**config.mk**
```make
export PLATFORM = sky130hd
export DESIGN_NAME = iot_riscv_regfile_sb_flat
export DESIGN_NICKNAME = d
export VERILOG_FILES = /design/src/rtl/iot_riscv_regfile_sb_pkg.sv /design/src/rtl/iot_riscv_regfile_sb_if.sv /design/src/rtl/iot_riscv_regfile_sb_cnt.sv /design/src/rtl/iot_riscv_regfile_sb.sv /design/src/flat_wrapper.sv
export SDC_FILE = /design/constraint.sdc
export NUM_CORES = 2
export LEC_CHECK = 0
export CORE_AREA = 2 2 443 445
export DETAILED_ROUTE_END_ITERATION = 16
export DIE_AREA = 0 0 445 447
export PLACE_DENSITY = 0.64
export SLEW_MARGIN = 10
export SYNTH_ARGS = -nofsm -noshare
export SYNTH_HDL_FRONTEND = slang
export SYNTH_SLANG_ARGS = --single-unit
```
**constraint.sdc**
```tcl
create_clock -name main_clk_i -period 36.8 [get_ports main_clk_i]
set_input_delay 5.52 -clock main_clk_i [delete_from_list [all_inputs] [get_ports main_clk_i]]
set_output_delay 5.52 -clock main_clk_i [all_outputs]
set_load 0.01 [all_outputs]
```
**src/rtl/iot_riscv_regfile_sb_pkg.sv**
```systemverilog
// Shared constants for the iot_riscv integer register file and its
// outstanding-write scoreboard.
package iot_riscv_pkg;

  localparam int REG_IDX_W   = 5;
  localparam int REG_SLOTS   = 1 << REG_IDX_W;
  localparam int NREGS_RV32E = 16;
  localparam int NREGS_RV32I = 32;

  typedef logic [REG_IDX_W-1:0] reg_idx_t;

  localparam reg_idx_t X0_IDX = '0;

  // True for an index that names a real, writable architectural register.
  function automatic logic idx_live(reg_idx_t idx, int nregs);
    return (idx != X0_IDX) && (int'(idx) < nregs);
  endfunction

endpackage

```
**src/rtl/iot_riscv_regfile_sb_if.sv**
```systemverilog
// Decode / issue / writeback / debug bundle of the register file.
// slave = register file side, master = pipeline side.
interface iot_riscv_regfile_sb_if #(
  parameter int XLEN  = 32,
  parameter int NREGS = 32,
  parameter int NRP   = 2
);
  import iot_riscv_pkg::*;

  logic                     id_ready_i;
  logic                     id_flush_i;
  logic [NRP*REG_IDX_W-1:0] id_rs_index_i;
  logic [NRP*XLEN-1:0]      id_rs_value_o;
  logic                     id_stall_o;
  logic                     id_illegal_o;
  logic                     iss_valid_i;
  reg_idx_t                 iss_rd_index_i;
  logic                     iss_full_o;
  logic                     wb_we_i;
  reg_idx_t                 wb_index_i;
  logic [XLEN-1:0]          wb_value_i;
  logic                     sb_err_o;
  logic [NREGS*XLEN-1:0]    dbg_reg_o;

  modport slave (
    input  id_ready_i, id_flush_i, id_rs_index_i,
           iss_valid_i, iss_rd_index_i,
           wb_we_i, wb_index_i, wb_value_i,
    output id_rs_value_o, id_stall_o, id_illegal_o,
           iss_full_o, sb_err_o, dbg_reg_o
  );

  modport master (
    output id_ready_i, id_flush_i, id_rs_index_i,
           iss_valid_i, iss_rd_index_i,
           wb_we_i, wb_index_i, wb_value_i,
    input  id_rs_value_o, id_stall_o, id_illegal_o,
           iss_full_o, sb_err_o, dbg_reg_o
  );

endinterface

```
**src/rtl/iot_riscv_regfile_sb_cnt.sv**
```systemverilog
// Saturating pending-write counter for one register: counts issues up,
// writebacks down, and flags a writeback that arrives with nothing pending.
module iot_riscv_regfile_sb_cnt #(
  parameter int PENDW = 2
) (
  input  logic             clk_i,
  input  logic             rst_i,
  input  logic             inc,
  input  logic             dec,
  output logic [PENDW-1:0] cnt,
  output logic             full,
  output logic             uflow
);
  logic empty, up, dn;

  assign empty = (cnt == '0);
  assign full  = (cnt == '1);
  assign uflow = dec & empty;
  assign up    = inc & ~full;
  assign dn    = dec & ~empty;

  // up & dn together cancel: the issue and the retire refer to different writes.
  always_ff @(posedge clk_i or posedge rst_i) begin
    if (rst_i)           cnt <= '0;
    else if (up & ~dn)   cnt <= cnt + 1'b1;
    else if (dn & ~up)   cnt <= cnt - 1'b1;
  end

endmodule

```
**src/rtl/iot_riscv_regfile_sb.sv**
```systemverilog
// Integer register file with write-through bypass and per-register
// outstanding-write scoreboard for RAW stall generation at decode.
module iot_riscv_regfile_sb
  import iot_riscv_pkg::*;
#(
  parameter int XLEN  = 32,
  parameter int NREGS = NREGS_RV32I,
  parameter int NRP   = 2,
  parameter int PENDW = 2
) (
  input logic                   main_clk_i,
  input logic                   main_rst_i,
  iot_riscv_regfile_sb_if.slave bus
);
  // Arrays span all 32 encodable slots so a raw 5-bit index never selects
  // out of range; slots at or above NREGS are tied to zero.
  logic [XLEN-1:0]      rf  [REG_SLOTS];
  logic [PENDW-1:0]     cnt [REG_SLOTS];
  logic [REG_SLOTS-1:0] full_v, uflow_v;
  logic [NRP-1:0]       stall_v, illeg_v;
  logic                 rd_en, wb_live, iss_inc, sb_err_q;

  assign rd_en   = bus.id_ready_i & ~bus.id_flush_i;
  assign wb_live = bus.wb_we_i & idx_live(bus.wb_index_i, NREGS);

  assign bus.iss_full_o = full_v[bus.iss_rd_index_i];
  assign iss_inc = bus.iss_valid_i & rd_en & idx_live(bus.iss_rd_index_i, NREGS)
                 & ~bus.iss_full_o;

  assign rf[0]      = '0;
  assign cnt[0]     = '0;
  assign full_v[0]  = 1'b0;
  assign uflow_v[0] = 1'b0;
  assign bus.dbg_reg_o[XLEN-1:0] = '0;

  for (genvar r = 1; r < REG_SLOTS; r++) begin : g_reg
    if (r < NREGS) begin : g_live
      logic [XLEN-1:0] q;
      logic            hit, inc;

      assign hit = wb_live & (bus.wb_index_i == reg_idx_t'(r));
      assign inc = iss_inc & (bus.iss_rd_index_i == reg_idx_t'(r));

      always_ff @(posedge main_clk_i or posedge main_rst_i) begin
        if (main_rst_i) q <= '0;
        else if (hit)   q <= bus.wb_value_i;
      end

      iot_riscv_regfile_sb_cnt #(.PENDW(PENDW)) u_cnt (
        .clk_i (main_clk_i),
        .rst_i (main_rst_i),
        .inc   (inc),
        .dec   (hit),
        .cnt   (cnt[r]),
        .full  (full_v[r]),
        .uflow (uflow_v[r])
      );

      assign rf[r] = q;
      assign bus.dbg_reg_o[r*XLEN +: XLEN] = q;
    end else begin : g_none
      assign rf[r]      = '0;
      assign cnt[r]     = '0;
      assign full_v[r]  = 1'b0;
      assign uflow_v[r] = 1'b0;
    end
  end

  for (genvar p = 0; p < NRP; p++) begin : g_rp
    reg_idx_t        idx;
    logic            live, byp;
    logic [XLEN-1:0] val, q;

    assign idx  = bus.id_rs_index_i[p*REG_IDX_W +: REG_IDX_W];
    assign live = idx_live(idx, NREGS);
    assign byp  = bus.wb_we_i & (bus.wb_index_i == idx);
    assign val  = !live ? '0 : (byp ? bus.wb_value_i : rf[idx]);

    // A single pending write that is retiring right now is covered by the bypass.
    assign stall_v[p] = live & ((cnt[idx] > PENDW'(1)) | ((cnt[idx] == PENDW'(1)) & ~byp));
    assign illeg_v[p] = int'(idx) >= NREGS;

    always_ff @(posedge main_clk_i or posedge main_rst_i) begin
      if (main_rst_i) q <= '0;
      else if (rd_en) q <= val;
    end

    assign bus.id_rs_value_o[p*XLEN +: XLEN] = q;
  end

  assign bus.id_stall_o   = |stall_v;
  assign bus.id_illegal_o = |illeg_v;

  always_ff @(posedge main_clk_i or posedge main_rst_i) begin
    if (main_rst_i)    sb_err_q <= 1'b0;
    else if (|uflow_v) sb_err_q <= 1'b1;
  end

  assign bus.sb_err_o = sb_err_q;

endmodule

```
**src/flat_wrapper.sv**
```systemverilog
// flat-port wrapper written by rule: the top's interface ports become plain ports
module iot_riscv_regfile_sb_flat import iot_riscv_pkg::*;
#(
  parameter int XLEN  = 32,
  parameter int NREGS = NREGS_RV32I,
  parameter int NRP   = 2,
  parameter int PENDW = 2
)
  (main_clk_i, main_rst_i, bus_id_ready_i, bus_id_flush_i, bus_id_rs_index_i, bus_iss_valid_i, bus_iss_rd_index_i, bus_wb_we_i, bus_wb_index_i, bus_wb_value_i, bus_id_rs_value_o, bus_id_stall_o, bus_id_illegal_o, bus_iss_full_o, bus_sb_err_o, bus_dbg_reg_o);
  iot_riscv_regfile_sb_if #(.XLEN(XLEN), .NREGS(NREGS), .NRP(NRP)) bus_i ();
  input logic main_clk_i;
  input logic main_rst_i;
  input wire logic [$bits(bus_i.id_ready_i)-1:0] bus_id_ready_i;
  input wire logic [$bits(bus_i.id_flush_i)-1:0] bus_id_flush_i;
  input wire logic [$bits(bus_i.id_rs_index_i)-1:0] bus_id_rs_index_i;
  input wire logic [$bits(bus_i.iss_valid_i)-1:0] bus_iss_valid_i;
  input wire logic [$bits(bus_i.iss_rd_index_i)-1:0] bus_iss_rd_index_i;
  input wire logic [$bits(bus_i.wb_we_i)-1:0] bus_wb_we_i;
  input wire logic [$bits(bus_i.wb_index_i)-1:0] bus_wb_index_i;
  input wire logic [$bits(bus_i.wb_value_i)-1:0] bus_wb_value_i;
  output wire logic [$bits(bus_i.id_rs_value_o)-1:0] bus_id_rs_value_o;
  output wire logic [$bits(bus_i.id_stall_o)-1:0] bus_id_stall_o;
  output wire logic [$bits(bus_i.id_illegal_o)-1:0] bus_id_illegal_o;
  output wire logic [$bits(bus_i.iss_full_o)-1:0] bus_iss_full_o;
  output wire logic [$bits(bus_i.sb_err_o)-1:0] bus_sb_err_o;
  output wire logic [$bits(bus_i.dbg_reg_o)-1:0] bus_dbg_reg_o;
  assign bus_i.id_ready_i = bus_id_ready_i;
  assign bus_i.id_flush_i = bus_id_flush_i;
  assign bus_i.id_rs_index_i = bus_id_rs_index_i;
  assign bus_i.iss_valid_i = bus_iss_valid_i;
  assign bus_i.iss_rd_index_i = bus_iss_rd_index_i;
  assign bus_i.wb_we_i = bus_wb_we_i;
  assign bus_i.wb_index_i = bus_wb_index_i;
  assign bus_i.wb_value_i = bus_wb_value_i;
  assign bus_id_rs_value_o = bus_i.id_rs_value_o;
  assign bus_id_stall_o = bus_i.id_stall_o;
  assign bus_id_illegal_o = bus_i.id_illegal_o;
  assign bus_iss_full_o = bus_i.iss_full_o;
  assign bus_sb_err_o = bus_i.sb_err_o;
  assign bus_dbg_reg_o = bus_i.dbg_reg_o;
  iot_riscv_regfile_sb #(.XLEN(XLEN), .NREGS(NREGS), .NRP(NRP), .PENDW(PENDW)) u_core (.main_clk_i(main_clk_i), .main_rst_i(main_rst_i), .bus(bus_i));
endmodule
```
[Yosys cells after proc, flatten, opt, wreduce, memory -nomap -nowiden]
Index checks and enable logic that the tools add are counted.
Storage, ports and cells
  input port bits: 58
  logic and storage cells: 737
  bits in registers: 1119
  output and inout bits: 1092
Cells by class
  $add $sub $neg: 62
  muxes and demuxes: 80
  reduce and logical (&&, ||, !) cells: 68
  $lt $le $gt $ge: 5
  equal/unequal tests: 97
  bitwise logic cells: 360
Operators with widths (count)
  $bmux 32 s5: 2
  $mux 32: 8
  $and 1x1->1: 228
  $eq 5x5->1 const B: 32
  $mux 2: 66
  $not 1->1: 128
  $eq 5x4->1 const B: 16
  $add 2x1->2 const B: 31
  $eq 2x2->1 const B: 31
  $logic_not 2->1: 31
  $reduce_bool 2->1: 31
  $sub 2x1->2 const B: 31
  $eq 5x3->1 const B: 8
  $reduce_or 31->1: 1
  $bmux 2 s5: 2
  $eq 5x2->1 const B: 4
  $reduce_bool 5->1: 4
  $ge 6x6->1 const B: 2
  $not 5->6: 2
  $eq 5x1->1 const B: 2
  $eq 5x5->1: 2
  $lt 5x6->1 const B: 1
  $bmux 1 s5: 1
  $eq 2x1->1 const B: 2
  4 further kinds: 6

[Logic depth before layout (Yosys ltp)]
  word-level depth: 11
  gate-level depth with buffers: 12
  gate-level depth less buffers: 9

[Hierarchy]
A second synthesis with hierarchy kept.
Second synthesis, totals
  cell total of the unflattened synthesis: 5719
  area, all modules: 62386.1 µm²
By module, submodules not included
  iot_riscv_regfile_sb: cells each 5347, instances 1, seq. area each 26450.4 µm², area an instance 58584.9 µm²
  iot_riscv_regfile_sb_cnt: cells each 12, instances 31, seq. area each 50.0 µm², area an instance 122.6 µm²

[Least setup slack after synthesis]
No wires, ideal clock.
  path type: input to output
  start point: input port bus_id_rs_index_i[5]
  end point: output port bus_id_stall_o
  path buffers: 3
  slack: 23.815 ns
  arrival time: 7.465 ns
  data required time: 31.280 ns
  stages: 7
  cell sequence: buf_4 > buf_6 > buf_6 > mux4_2 > mux4_2 > a2111oi_0 > nand3_1
Between the ends
  word-level cells in the longest chain between the ends: 9
  elaborated cells on any way between the ends: 14
RTL lines
  from (decl): line flat_wrapper.sv:15  | input wire logic [$bits(bus_i.id_rs_index_i)-1:0] bus_id_rs_index_i;
  $not 5->6 (not written as such): line iot_riscv_regfile_sb.sv:80  | assign stall_v[p] = live & ((cnt[idx] > PENDW'(1)) | ((cnt[idx] == PENDW'(1)) & ~byp));
  $bmux 2 s5: line iot_riscv_regfile_sb.sv:80
  $mux 2 (not written as such) (2 in a row): line iot_riscv_regfile_sb.sv:80
  $eq 2x1->1: line iot_riscv_regfile_sb.sv:80
  $and 1x1->1: line iot_riscv_regfile_sb.sv:80
  $or 1x1->1: line iot_riscv_regfile_sb.sv:80
  $and 1x1->1 *: line iot_riscv_regfile_sb.sv:80
  $reduce_or 2->1 *: line iot_riscv_regfile_sb.sv:91  | assign bus.id_stall_o = |stall_v;
  to (decl): line flat_wrapper.sv:22  | output wire logic [$bits(bus_i.id_stall_o)-1:0] bus_id_stall_o;
Every way passes the cells marked *; elsewhere a longest branch is shown, timed or not. The select of a mux whose other input is x is not followed.

[Worst setup path after layout]
  start point: input port bus_id_rs_index_i[0]
  end point: output port bus_id_stall_o
Same word-level chain as after synthesis.

==> results list <==
- Number of warnings printed during yosys synthesis: 0
* TritonCTS sink count: 1119
- The cell sitting at the root of the clock tree is a clkbuf_16.
- Worst-path fanout max: just under 80
- Post-detail-place hpwl: 222000 um
- CTS tree: yes
- Setup violations remaining at the end of the flow were counted as 0.
- In this run the static leakage power is roughly 0.033 uW.
- Setup repair after global routing left no endpoint under its margin.
- On the critical path the largest part of the delay comes from buffers and inverters.
- Summed over all failing endpoints, the final setup total negative slack is 0 ns.
* Logic gate share of total power: 31.3%
* Hold-fix buffer count after cts: 0
- Fraction of layout cells with a size suffix above 1: 37.3%
- Of the available clock period, the critical path in the final layout requires between 40% and 50%.
- The clock network burns approximately 29% of the power.
* Congestion Overflow GR: 0
* Routed via count divided by cell count: 6.17
- Most used flip-flop cell after synthesis: dfrtp_1
* Number of library cell types mapped by synthesis: between 50 and 60
- Relative contribution of sequential cells to total power: between 30% and 40%
- Peak per-stage delay on the critical path: between 0.8 and 0.9 ns
* Required @ worst endpoint: about 31 ns
- Number of buffers on the longest clock path: 3
- In the final layout, flip-flops and latches occupy about 28000 um2.
* Bufs and invs on worst path: 4
* Initial standard-cell utilization of the core: a little under a third
- At the end of the flow the core is filled with cells to slightly above 40%.
- Initial antenna violation count: 32
- TritonCTS Buffers: ~140
- Y dimension of the die: ~450 um
* Via count of the first global-routing pass: roughly 47000
* Post-layout min period: 14.92 ns
- Fraction of synthesized cell area in xor and xnor cells: under 10%
- The final-report max-slew violation count is 0.
- The cell area that synthesis handed to floorplanning was between 60000 and 70000 um2.
- The number of setup buffers added after CTS is 0.
- Across the routed clock network, the largest skew measured is roughly 0.023 ns.
- Static timing analysis puts the maximum clock frequency at around 67 MHz.
- Summing the areas of all and, or, nand and nor instances in the mapped netlist gives approximately 3.3% of the synthesized area.
- Number of design-rule violations left by the first detailed-router iteration: between 5000 and 6000
- Die area: 199000 um2
- Count of standard-cell rows: 162
* Fraction of the mapped netlist area in adder cells: less than 1%
- From left edge to right edge, the die measures 445 um.
* Flops & latches, synth: approximately 1100
* Worst relative slew slack: between 10% and 20%
* H-tree lvl count: 4
- Slowest stage cell, crit path: buf_4
- Sw Ratio: a little over a third
* Latest clock arrival within the worst-skew pair: slightly above 0.8 ns
- STA classifies the critical path startpoint as an input port.
- Synth-to-layout area growth: 29.6%
* Number of cells upsized or downsized after cts: 0
* DR vias: between 40000 and 50000
* Fraction of the mapped netlist area in compound gates: under 10%
- The worst setup path is of the input port to output port kind.
- In this run the tool buffered the top-level ports with 1116 buffer cells.
- Largest voltage drop on the vdd net: around 0.000039 V
* Kind of end point of the critical path: output port
- The first TritonRoute pass finished after 5 iterations.
- After synthesis, the largest family of logic cells by area is multiplexers.
* Mean routed wirelength per cell: 40.5 um
- Residual DRC: 0
* Gr usage total: a little under a third
- Max-capacitance violation count: 0
- Final RePlAce weighted congestion: ~0.98
* Chain of cells forming the critical path: buf_8, buf_4, buf_12, mux2_2, a221oi_1, nor3_1, a211oi_1, or3_1, nand3_1, clkdlybuf4s50_1
* Number of failing hold endpoints at the final stage: 0
- Net count, final: approximately 5300
- Mean instance size in the synthesized netlist: about 14 um2
- Power density over the cells: a little over 60 nW/um2
- Cell count after synthesis: 4311
- Number of synthesized flops with an enable pin: 0
- Share of cell area taken by muxes after synthesis: between 40 and 50%
- Register area share after synthesis: 45.8%
- The first global-routing pass estimated 428000 um of wire.
- Area of the multi-input gates: ~31000 um2
- Class of the worst hold path: register to register
- The detail route stage leaves a number of antenna-violating nets equal to 0.
- Pin placement for this block handled around 1200 I/O pins.
- The total area inside the core boundary comes to slightly below 200000 um2.
* Arrival time worst endpoint: around 9.4 ns
- Power spent charging and discharging nets: approximately 1700 uW
- Clock transition at the register clock pins on the worst setup and hold paths after CTS: ~0.06 ns
* Largest net degree at the start of global routing: approximately 170
- After detailed routing, the total wire length is between 300000 and 400000 um.
- Layout filler cell count: about 18000
- Asr flop ratio synth: between 90% and 100%
- Result of the run: completed
* Internal: around 3100 uW
* Pin slew with the least headroom to its limit: between 1 and 1.5 ns
through the flow:
| stage | hold WS [ns] | area, um2 | total power (uW) | setup slack (ns) | instances |
|---|---|---|---|---|---|
| finish | 0.478 | 79300 | 4850 | 21.88 | 7875 |
| global route | 0.512 | 79300 | 4990 | 21.62 | 7872 |
| CTS | 0.482 | 79300 | 4850 | 21.81 | 7870 |
| detailed placement | 0.466 | 74600 | 3420 | 21.80 | 7617 |
| global placement | 0.457 | 74600 | 3400 | 21.84 | 7617 |
| floorplan | 0.505 | 61300 | 2480 | 15.84 | 4343 |
cell families (layout without fill, tap and decap cells):
logic type / after synthesis / in the layout
buffers and inverters: 533 / 1518
flip-flops: 1119 / 1119
adder cells (fa/ha/maj): 31 / 31
XOR/XNOR: 103 / 103
AO/OA/AOI/OAI: 374 / 374
multiplexers: 1710 / 1710
other: 1 / 38
AND/OR/NAND/NOR: 440 / 440
cells in the mapped netlist (all sizes together), types with 2 or more instances:
| library cell | count | share of area (%) |
|---|---|---|
| dfrtp | 1119 | 46 |
| mux2 | 1078 | 20 |
| mux4 | 499 | 18 |
| clkbuf | 346 | 2.1 |
| nor2 | 169 | 1.0 |
| buf | 155 | 1.5 |
| mux2i | 133 | 2.2 |
| nand2 | 133 | 0.82 |
| xor2 | 66 | 0.94 |
| a221oi | 59 | 0.84 |
| a211oi | 50 | 0.61 |
| o21ai | 45 | 0.37 |
| o211ai | 39 | 0.48 |
| xnor2 | 37 | 0.53 |
| inv | 32 | 0.20 |
| a21oi | 31 | 0.25 |
| ha | 31 | 0.63 |
| a22oi | 28 | 0.34 |
| o41ai | 27 | 0.39 |
| nand3 | 25 | 0.20 |
| a2111oi | 19 | 0.27 |
| nor3b | 19 | 0.24 |
| o21bai | 18 | 0.22 |
| a221o | 16 | 0.26 |
| a222oi | 16 | 0.26 |
| nor2b | 16 | 0.16 |
| or2 | 16 | 0.16 |
| nand4 | 14 | 0.14 |
| nor3 | 13 | 0.11 |
| nand2b | 10 | 0.10 |
| nor4 | 10 | 0.10 |
| o22ai | 10 | 0.10 |
| o2111ai | 5 | 0.072 |
| or3 | 4 | 0.041 |
| a31oi | 3 | 0.031 |
| nand4b | 3 | 0.043 |
| o31ai | 3 | 0.037 |
| nand4bb | 2 | 0.037 |
| o311ai | 2 | 0.029 |
| or4 | 2 | 0.025 |
placed cells by master, fill, tap and decap left out, types with 19 or more instances in the layout:
cell type | netlist | routed
a2111oi_0 | 19 | 19
a211oi_1 | 50 | 50
a21oi_1 | 31 | 31
a221oi_1 | 59 | 59
a22oi_1 | 28 | 28
buf_4 | 44 | 114
clkbuf_1 | 346 | 27
clkbuf_16 | 0 | 142
clkbuf_8 | 0 | 29
clkdlybuf4s50_1 | 0 | 1100
clkinv_2 | 0 | 25
conb_1 | 1 | 33
dfrtp_1 | 1119 | 1119
ha_1 | 31 | 31
inv_1 | 30 | 29
mux2_2 | 1078 | 1078
mux2i_1 | 133 | 133
mux4_2 | 499 | 499
nand2_1 | 133 | 130
nand3_1 | 25 | 22
nor2_1 | 169 | 152
o211ai_1 | 39 | 39
o21ai_0 | 44 | 44
o41ai_1 | 27 | 27
xnor2_1 | 37 | 37
xor2_1 | 66 | 66
worst paths after layout:
| path | startpoint | to | slack [ns] | depth (start not counted) |
|---|---|---|---|---|
| worst max-delay path | bus_id_rs_index_i[0] | bus_id_stall_o | 21.88 | 10 |
| worst min-delay path | u_core.g_rp[0].q[23] | u_core.g_rp[0].q[23] | 0.48 | 2 |
| max in group asynchronous | main_rst_i | u_core.g_reg[18].g_live.q[16] | 27.17 | 7 |
| min in group asynchronous | main_rst_i | u_core.g_reg[4].g_live.q[30] | 5.23 | 2 |
| worst min register to register | u_core.g_rp[0].q[23] | u_core.g_rp[0].q[23] | 0.48 | 2 |
| worst max register to register | u_core.g_reg[30].g_live.q[0] | u_core.g_rp[1].q[0] | 34.37 | 5 |
worst reg2reg max path, cell delays in order, from the launching register on:
cell	delay, ns
dfrtp_1	0.51
mux4_2	0.50
mux4_2	0.47
nor2_1	0.38
a2111oi_0	0.15
a221o_1	0.30
flip-flops by register name, indices dropped and copies added, names as in the netlist:
signal                     flops
u_core.g.g_live.q            992
u_core.bus.sb_err_o            1
u_core.g.g_live.u_cnt.cnt     62
u_core.g_rp.q                 64
routing by layer:
metal	global-route usage [%]	part of all wire, %	vias up
li1	-	-	18300
met1	39.9	38	26300
met2	47.6	45	3283
met3	9.09	9.9	715
met4	18.2	6.8	8
met5	0	0.018	-
layout make-up:
type,count,area share (%)
Tap cell,2542,4.01
Clock inverter,56,0.753
Sequential cell,1119,35.3
Clock buffer,197,5.10
Timing Repair Buffer,1233,15.2
Multi-Input combinational cell,2691,39.4
Inverter,32,0.156
Antenna cell,5,0.0158
power groups by stage:
| stage | Sequential (uW) | Clock [uW] | Combinational, uW |
|---|---|---|---|
| 6_report | 1920 | 1410 | 1520 |
| 5_1_grt | 1930 | 1480 | 1580 |
| 4_1_cts | 1890 | 1430 | 1530 |
| 3_5_place_dp | 1910 | 0 | 1520 |
| 3_3_place_gp | 1900 | 0 | 1510 |
| 2_1_floorplan | 1810 | 0 | 664 |
Power figures use the tool's default switching activity.
